File: src/rtl/rom_port_arbiter.sv
// Arbitrates a CPU read port and a loader write port onto two single-port ROMs
// (system BIOS and XTIDE option ROM). The loader has priority; the CPU side
// decodes the physical address into a BIOS window, an XTIDE window or unmapped.
// All port-facing outputs are registered.
module rom_port_arbiter #(
    parameter logic [19:0] XTIDE_BASE = 20'hC8000,
    parameter bit          XTIDE_EN   = 1'b1
) (
    input  logic        clk,
    input  logic        reset_n,

    input  logic        cpu_req,
    input  logic [19:0] cpu_addr,
    output logic        cpu_ack,
    output logic [7:0]  cpu_data,

    input  logic        ld_active,
    input  logic        ld_wr,
    input  logic        ld_target,
    input  logic [16:0] ld_addr,
    input  logic [7:0]  ld_data,
    output logic        ld_ack,

    output logic        bios_ena,
    output logic        bios_wea,
    output logic [16:0] bios_addr,
    output logic [7:0]  bios_din,
    input  logic [7:0]  bios_dout,

    output logic        xt_ena,
    output logic        xt_wea,
    output logic [13:0] xt_addr,
    output logic [7:0]  xt_din,
    input  logic [7:0]  xt_dout
);

    typedef enum logic [2:0] {
        StIdle,
        StRdIssue,
        StRdWait,
        StRdDone,
        StWrIssue,
        StWrDone
    } state_t;

    state_t state;
    logic   rd_xt;      // read in flight targets the XTIDE port
    logic   bios_hit;
    logic   xt_hit;

    // Address window decode; BIOS takes precedence should the windows overlap.
    always_comb begin
        bios_hit = (cpu_addr[19:17] == 3'b111);
        xt_hit   = XTIDE_EN && (cpu_addr[19:14] == XTIDE_BASE[19:14]) && !bios_hit;
    end

    // Control FSM with registered port, ack and data outputs.
    always_ff @(posedge clk or negedge reset_n) begin
        if (!reset_n) begin
            state     <= StIdle;
            rd_xt     <= 1'b0;
            cpu_ack   <= 1'b0;
            cpu_data  <= 8'h00;
            ld_ack    <= 1'b0;
            bios_ena  <= 1'b0;
            bios_wea  <= 1'b0;
            bios_addr <= 17'h0;
            bios_din  <= 8'h00;
            xt_ena    <= 1'b0;
            xt_wea    <= 1'b0;
            xt_addr   <= 14'h0;
            xt_din    <= 8'h00;
        end else begin
            cpu_ack <= 1'b0;
            ld_ack  <= 1'b0;
            unique case (state)
                StIdle: begin
                    if (ld_wr) begin
                        if (ld_target) begin
                            xt_ena  <= 1'b1;
                            xt_wea  <= 1'b1;
                            xt_addr <= ld_addr[13:0];
                            xt_din  <= ld_data;
                        end else begin
                            bios_ena  <= 1'b1;
                            bios_wea  <= 1'b1;
                            bios_addr <= ld_addr;
                            bios_din  <= ld_data;
                        end
                        state <= StWrIssue;
                    end else if (cpu_req && !ld_active) begin
                        if (bios_hit) begin
                            bios_ena  <= 1'b1;
                            bios_wea  <= 1'b0;
                            bios_addr <= cpu_addr[16:0];
                            rd_xt     <= 1'b0;
                            state     <= StRdIssue;
                        end else if (xt_hit) begin
                            xt_ena  <= 1'b1;
                            xt_wea  <= 1'b0;
                            xt_addr <= cpu_addr[13:0];
                            rd_xt   <= 1'b1;
                            state   <= StRdIssue;
                        end else begin
                            // Unmapped: open-bus value, no port touched
                            cpu_data <= 8'hFF;
                            cpu_ack  <= 1'b1;
                            state    <= StRdDone;
                        end
                    end
                end
                StRdIssue: begin
                    bios_ena <= 1'b0;
                    xt_ena   <= 1'b0;
                    state    <= StRdWait;
                end
                StRdWait: begin
                    cpu_data <= rd_xt ? xt_dout : bios_dout;
                    cpu_ack  <= 1'b1;
                    state    <= StRdDone;
                end
                StRdDone: begin
                    state <= StIdle;
                end
                StWrIssue: begin
                    bios_ena <= 1'b0;
                    bios_wea <= 1'b0;
                    xt_ena   <= 1'b0;
                    xt_wea   <= 1'b0;
                    ld_ack   <= 1'b1;
                    state    <= StWrDone;
                end
                StWrDone: begin
                    state <= StIdle;
                end
                default: begin
                    state <= StIdle;
                end
            endcase
        end
    end

endmodule
File: config.mk
export PLATFORM = sky130hd
export DESIGN_NAME = rom_port_arbiter
export DESIGN_NICKNAME = d
export VERILOG_FILES = /design/src/rtl/rom_port_arbiter.sv
export SDC_FILE = /design/constraint.sdc
export NUM_CORES = 1
export LEC_CHECK = 0
export CAP_MARGIN = 30
export CORE_MARGIN = 2
export CORE_UTILIZATION = 47
export CTS_BUF_LIST = sky130_fd_sc_hd__clkbuf_8
export CTS_CLUSTER_DIAMETER = 60
export DETAILED_ROUTE_END_ITERATION = 6
export PLACE_DENSITY = 0.88
export RECOVER_POWER = 25
export SYNTH_ARGS = -nofsm -noshare
export SYNTH_HDL_FRONTEND = slang
export SYNTH_SLANG_ARGS = --single-unit
File: constraint.sdc
create_clock -name clk -period 4.21 [get_ports clk]
set_input_delay 0.6315 -clock clk [delete_from_list [all_inputs] [get_ports clk]]
set_output_delay 0.6315 -clock clk [all_outputs]
set_load 0.005 [all_outputs]
==> results of run 1 <==
## per-stage QoR
stage               utilization (%)  total power, W  worst slack, ns  hold slack [ns]
floorplan                         -         0.00173             2.27            0.336
global placement               70.9         0.00246             1.31            0.463
detailed placement             70.9         0.00251             1.17            0.469
CTS                            73.8         0.00299             1.44            0.387
global route                   73.8         0.00316             1.27            0.503
finish                         73.8         0.00295             1.43            0.478
## synthesized netlist by cell type, types with 2 or more instances
cell type / count / share of area [%]
nor3b_1: 3 / 0.76
o21ai_0: 9 / 1.5
mux2_2: 25 / 9.5
a21oi_2: 10 / 3.0
nand3_1: 2 / 0.34
o21a_1: 2 / 0.51
nor3_1: 3 / 0.51
nand2_1: 9 / 1.1
mux2i_1: 33 / 11
nor2_1: 27 / 3.4
a21o_1: 2 / 0.51
buf_6: 4 / 1.5
dfrtp_1: 65 / 55
a211oi_1: 2 / 0.51
a21oi_1: 13 / 2.2
clkbuf_1: 3 / 0.38
inv_1: 13 / 1.6
buf_2: 3 / 0.51
## cell usage in the layout, fill, tap and decap left out, types with 2 or more instances in the layout
master / Yosys / final
dfrtp_1: 65 / 65
clkdlybuf4s50_1: 0 / 126
mux2i_1: 33 / 33
mux2_2: 25 / 25
inv_1: 13 / 14
nand3_1: 2 / 2
a211oi_1: 2 / 2
buf_4: 0 / 3
o21ai_0: 9 / 9
a21oi_2: 10 / 10
clkbuf_8: 0 / 10
nor3b_1: 3 / 3
nor3_1: 3 / 3
a21o_1: 2 / 2
nand2_1: 9 / 9
o21a_1: 2 / 2
a21oi_1: 13 / 13
nor2_1: 27 / 27
clkinv_2: 0 / 3
## sequential cells by signal, summed over array words and instances (netlist names)
signal and cells:
bios_addr 17, state 3, xt_addr 14, bios_ena 1
cpu_ack 1, ld_ack 1, cpu_data 8, xt_ena 1
rd_xt 1, xt_wea 1, bios_din 8, bios_wea 1
xt_din 8
## layout make-up
type	instances	area [sq um]	share of cell area, %
Sequential cell	65	1630	36.8
Timing Repair Buffer	130	1290	29.1
Multi-Input combinational cell	155	1190	27.0
Clock buffer	10	138	3.11
Tap cell	75	93.8	2.12
Inverter	13	48.8	1.10
Clock inverter	6	35.0	0.792
## logic make-up (layout without fill, tap and decap cells)
logic type | Yosys count | after routing | synth area share, %
flops | 65 | 65 | 55.0
simple gates | 52 | 52 | 8.58
xor+xnor | 1 | 1 | 0.296
buf+inv | 24 | 159 | 4.74
mux | 58 | 58 | 20.7
compound gates | 44 | 44 | 10.7
## worst min path at each step
stage | start | endpoint | slack [ns] | depth (start not counted)
2_1_floorplan | reset_n | bios_addr[0] | 0.34 | 0
3_3_place_gp | xt_ena | xt_ena | 0.46 | 1
3_5_place_dp | bios_ena | bios_ena | 0.47 | 1
4_1_cts | reset_n | bios_addr[0] | 0.39 | 1
5_1_grt | bios_ena | bios_ena | 0.50 | 1
6_report | bios_ena | bios_ena | 0.48 | 1
## power breakdown
| group | internal, W | switching [W] | leakage [nW] |
|---|---|---|---|
| Sequential | 0.000938 | 0.000253 | 0.764 |
| Combinational | 0.000836 | 0.000470 | 0.991 |
| Clock | 0.000225 | 0.000228 | 0.0932 |
| Total | 0.00200 | 0.000951 | 1.85 |
## critical path, stage by stage
cell             delay (ns)
clkdlybuf4s50_1        0.51
nor3b_1                0.59
nand2_1                0.26
o21ai_4                0.58
mux2_2                 0.41
## metal layers
metal  up-vias  part of all wire (%)  global-route usage [%]
li1       1113                     -                       -
met1      1115                    40                    26.3
met2       112                    49                    36.7
met3        17                   8.1                    6.06
met4         0                   2.9                    10.4
met5         -                     0                       0
==> flow_metrics.py, run 1 <==
metrics = {
    "placed_design": {
        "io_buffers": 127,
        "dp_cells": 438,
        "gp_congestion": 0.804,
        "dp.final_hpwl_mm": 5.44,
        "placed_area_sq_mm": 0.00425,
    },
    "cells_and_area": {
        "fin_cells": 454,
        "antenna_cells": 0,
        "area_growth_pct": 49.4,
        "stdcell_area_sq_mm": 0.00442,
        "fillers": 440,
        "layout.nets": 441,
        "drive_gt1_share_pct": 15.3,
    },
    "detailed_routing": {
        "first_iter_violations": 81,
        "drt_wl_total_mm": 7.21,
        "route.detailed.drc": 0,
        "drtAntennaViolNets": 0,
        "wl_per_cell_um": 15.9,
        "vias": 2357,
        "first_pass_iters": 4,
        "via_per_inst": 5.19,
    },
    "synthesis": {
        "synth_cell_types": 34,
        "synth_area_sq_mm": 0.00296,
        "synth.ff_latch_count": 65,
        "syn-num-nets": 311,
        "async_reset_ff_share_pct": 100,
        "yosysWarnings": 0,
        "seq_area_frac_synth_pct": 55.0,
        "synthCells": 244,
        "ys.flop_type": "dfrtp_1",
        "synth_edf_count": 0,
        "avgSynthCellArea_sq_um": 12.1,
    },
    "global_route": {
        "grt_pass1_vias": 2599,
        "antenna_found_initial": 0,
        "grt_max_degree": 37,
        "grt_pass1_wl_mm": 12.2,
        "gr-total-overflow": 0,
        "grt_usage_pct": 22.0,
    },
    "timing": {
        "setup_tns_ns": 0,
        "min_period_over_period_pct": 66.1,
        "worst-slew-pin-transition_ns": 1.83,
        "fmax_ghz": 0.359,
        "final_hold_viol_count": 0,
        "final.setup_skew_ns": 0.00821,
        "period_needed_ns": 2.78,
        "maxSlewHeadroom_pct": -22.2,
        "slew_viol_final": 37,
        "setup_viol": 0,
        "rsz0062_at_grt": "false",
    },
    "clocking": {
        "post_cts_resized": 0,
        "cts_root_buffer": "clkbuf_8",
        "ctsHoldBuffers": 0,
        "cts_max_level": 3,
        "cts-buffers-inserted": 9,
        "clkSinkCount": 65,
        "clk_latency_ns": 0.33,
        "cts_buffer_depth": 2,
        "cts_tree": "done",
        "postCtsSetupBuffers": 0,
        "clkTransAtPathRegs_ns": 0.07,
    },
    "setup_path": {
        "critPathArrivalTime_ns": 2.99,
        "end_kind": "flop",
        "path_max_fanout": 15,
        "r2r_setup_slack_ns": 1.82,
        "r2r-start": "state[1]",
        "worstSetupStartpointType": "input pin",
        "timing.rr.end": "xt_addr[12]",
        "cp-startpoint": "ld_wr",
        "crit_end": "xt_addr[12]",
        "crit_type": "in -> reg",
        "crit_required_ns": 4.42,
        "rr_worst_depth": 4,
    },
    "floorplan": {
        "start_util_pct": 49.4,
        "die_area_sq_mm": 0.00695,
        "die_h_um": 83.3,
        "rows": 28,
        "die_w_um": 83.3,
        "core_sq_mm": 0.00599,
        "num_io_pins": 128,
    },
    "flow_run": {
        "drv_cap": 1,
    },
    "power": {
        "p_leak_nw": 1.85,
        "powerDensity_mw_per_mm2": 667,
        "peakVddDrop_v": 0.000367,
    },
    "worst_hold_path": {
        "hold_path.class": "reg -> reg",
    },
    "outcome": {
        "failed_checks": "capacitance limit, slew limit",
        "status": "finished, violations left",
    },
}
(Power assumes the default switching activity.)
==> inputs of run 2 (changes only) <==
Settings changed: CORE_UTILIZATION 47 to 44, PLACE_DENSITY 0.88 to 0.83.
Clock period 4.21 ns to 2.6 ns, I/O delays scaled along.
==> flow_metrics.py, run 2 (same netlist as run 1, synthesis figures left out) <==
metrics = {
    "placed_design": {
        "dp.final_hpwl_mm": 5.23,
        "gp_congestion": 0.865,
        "place_ws_ns": 0.303,
        "io_buffers": 127,
    },
    "detailed_routing": {
        "via_per_inst": 5.07,
        "vias": 2337,
        "first_iter_violations": 91,
        "first_pass_iters": 4,
        "wl_per_cell_um": 15.4,
        "drt_wl_total_mm": 7.11,
        "route.detailed.drc": 0,
        "drtAntennaViolNets": 0,
    },
    "power": {
        "clockPowerShare_pct": 17.2,
        "share_comb_of_total_power_pct": 44.5,
        "peakVddDrop_v": 0.000466,
        "p_int_w": 0.00339,
        "seq_power_share_pct": 38.3,
        "finalPower_w": 0.00490,
        "powerDensity_mw_per_mm2": 1090,
        "switching_power_w": 0.00151,
        "p_leak_nw": 1.90,
        "switching_share_pct": 30.8,
    },
    "floorplan": {
        "die_area_sq_mm": 0.00740,
        "die_w_um": 86.0,
        "start_util_pct": 46.1,
        "num_io_pins": 128,
        "core_sq_mm": 0.00642,
        "rows": 29,
        "die_h_um": 86.0,
    },
    "setup_path": {
        "path_cells": "nor3_1, nand3_2, o21ai_4, buf_4, mux2i_1",
        "path_max_fanout": 11,
        "end_kind": "flop",
        "crit_type": "reg -> reg",
        "critPathArrivalTime_ns": 2.23,
        "r2r_setup_slack_ns": 0.62,
        "crit_path_max_incr_delay_ns": 0.50,
        "slowest_stage": "dfrtp_1",
        "worstSetupStartpointType": "flop",
        "crit_required_ns": 2.85,
    },
    "cells_and_area": {
        "largest_register_ffs": 17,
        "finalCoreUtilization_pct": 70.1,
        "reg.largest.list": "bios_addr: 17 flops, xt_addr: 14 flops",
        "final_common_cell": "clkdlybuf4s50_1",
        "antenna_cells": 0,
        "drive_gt1_share_pct": 16.7,
        "layout.nets": 447,
        "final_cell_mix": "clkdlybuf4s50_1, dfrtp_1, mux2i_1",
        "area_growth_pct": 52.2,
        "regMostFlops": "bios_addr",
        "fillers": 494,
    },
    "timing": {
        "setup_viol": 0,
        "rsz0062_at_grt": "false",
        "min_period_over_period_pct": 76.3,
        "maxSlewHeadroom_pct": -4.92,
        "final_hold_viol_count": 0,
        "finalWorstSetupSlack_ns": 0.616,
        "period_needed_ns": 1.98,
        "setup_tns_ns": 0,
        "fmax_ghz": 0.504,
        "final.setup_skew_ns": 0.00723,
        "slew_viol_final": 66,
        "worst-slew-pin-transition_ns": 1.57,
    },
    "clocking": {
        "postCtsSetupBuffers": 0,
        "post_cts_resized": 0,
        "clkSinkCount": 65,
        "clk_latency_ns": 0.33,
        "cts-buffers-inserted": 9,
        "ctsHoldBuffers": 0,
        "cts_max_level": 3,
        "cts_root_buffer": "clkbuf_8",
        "cts_tree": "done",
        "clkTransAtPathRegs_ns": 0.07,
        "cts_buffer_depth": 2,
    },
    "global_route": {
        "grt_max_degree": 66,
        "grt_usage_pct": 20.2,
        "gr-total-overflow": 0,
        "grt_pass1_wl_mm": 11.6,
        "grt_pass1_vias": 2461,
        "antenna_found_initial": 0,
    },
    "worst_hold_path": {
        "hold_path.class": "reg -> reg",
    },
    "outcome": {
        "status": "finished, violations left",
        "failed_checks": "capacitance limit, slew limit",
    },
    "flow_run": {
        "drv_cap": 1,
    },
}
==> run 2: cell type report <==
cell class                 instances  area [sq um]  area share (%)
clock buffer                      11           151            3.36
clock inverter                     4          43.8           0.972
inverter                          13          48.8            1.08
multi-input combinational        155          1190            26.5
sequential                        65          1630            36.1
tap                               77          96.3            2.14
timing repair buffer             136          1340            29.8
==> run 2: metrics by stage <==
stage	instance area [sq um]	instances	hold WS (ns)
2_1_floorplan	2960	244	0.0944
3_3_place_gp	4310	446	0.461
6_report	4500	461	0.476
3_5_place_dp	4310	446	0.466
5_1_grt	4500	461	0.500
4_1_cts	4510	461	0.255
==> run 2: path summary, 6_finish.rpt <==
check / startpoint / end / cells after the start
worst min register to register: bios_ena / bios_ena / 1
worst min-delay path: bios_ena / bios_ena / 1
worst max register to register: state[0] / xt_addr[8] / 5
worst max-delay path: state[0] / xt_addr[8] / 5
max in group asynchronous: reset_n / state[0] / 2
min in group asynchronous: reset_n / xt_din[2] / 2
==> run 2: critical path: cells and delay by family, from the launching register on <==
kind                   cells  cell delay, ns
buffers and inverters      1            0.21
flip-flops                 1            0.50
multiplexers               1            0.20
AND/OR/NAND/NOR            2            0.77
AO/OA/AOI/OAI              1            0.21
==> run 2: power by group through the flow <==
stage               registers (W)  clock network, W  logic [W]
floorplan                 0.00182                 0   0.000982
global placement          0.00186                 0    0.00215
detailed placement        0.00189                 0    0.00221
CTS                       0.00188          0.000855    0.00222
global route              0.00195          0.000900    0.00238
finish                    0.00188          0.000843    0.00218
==> run 2: layer usage <==
layer	routed length (um)	global-route usage, %
met5	0	0
met4	110	6.64
met3	529	5.20
met2	3570	34.8
met1	2900	24.7
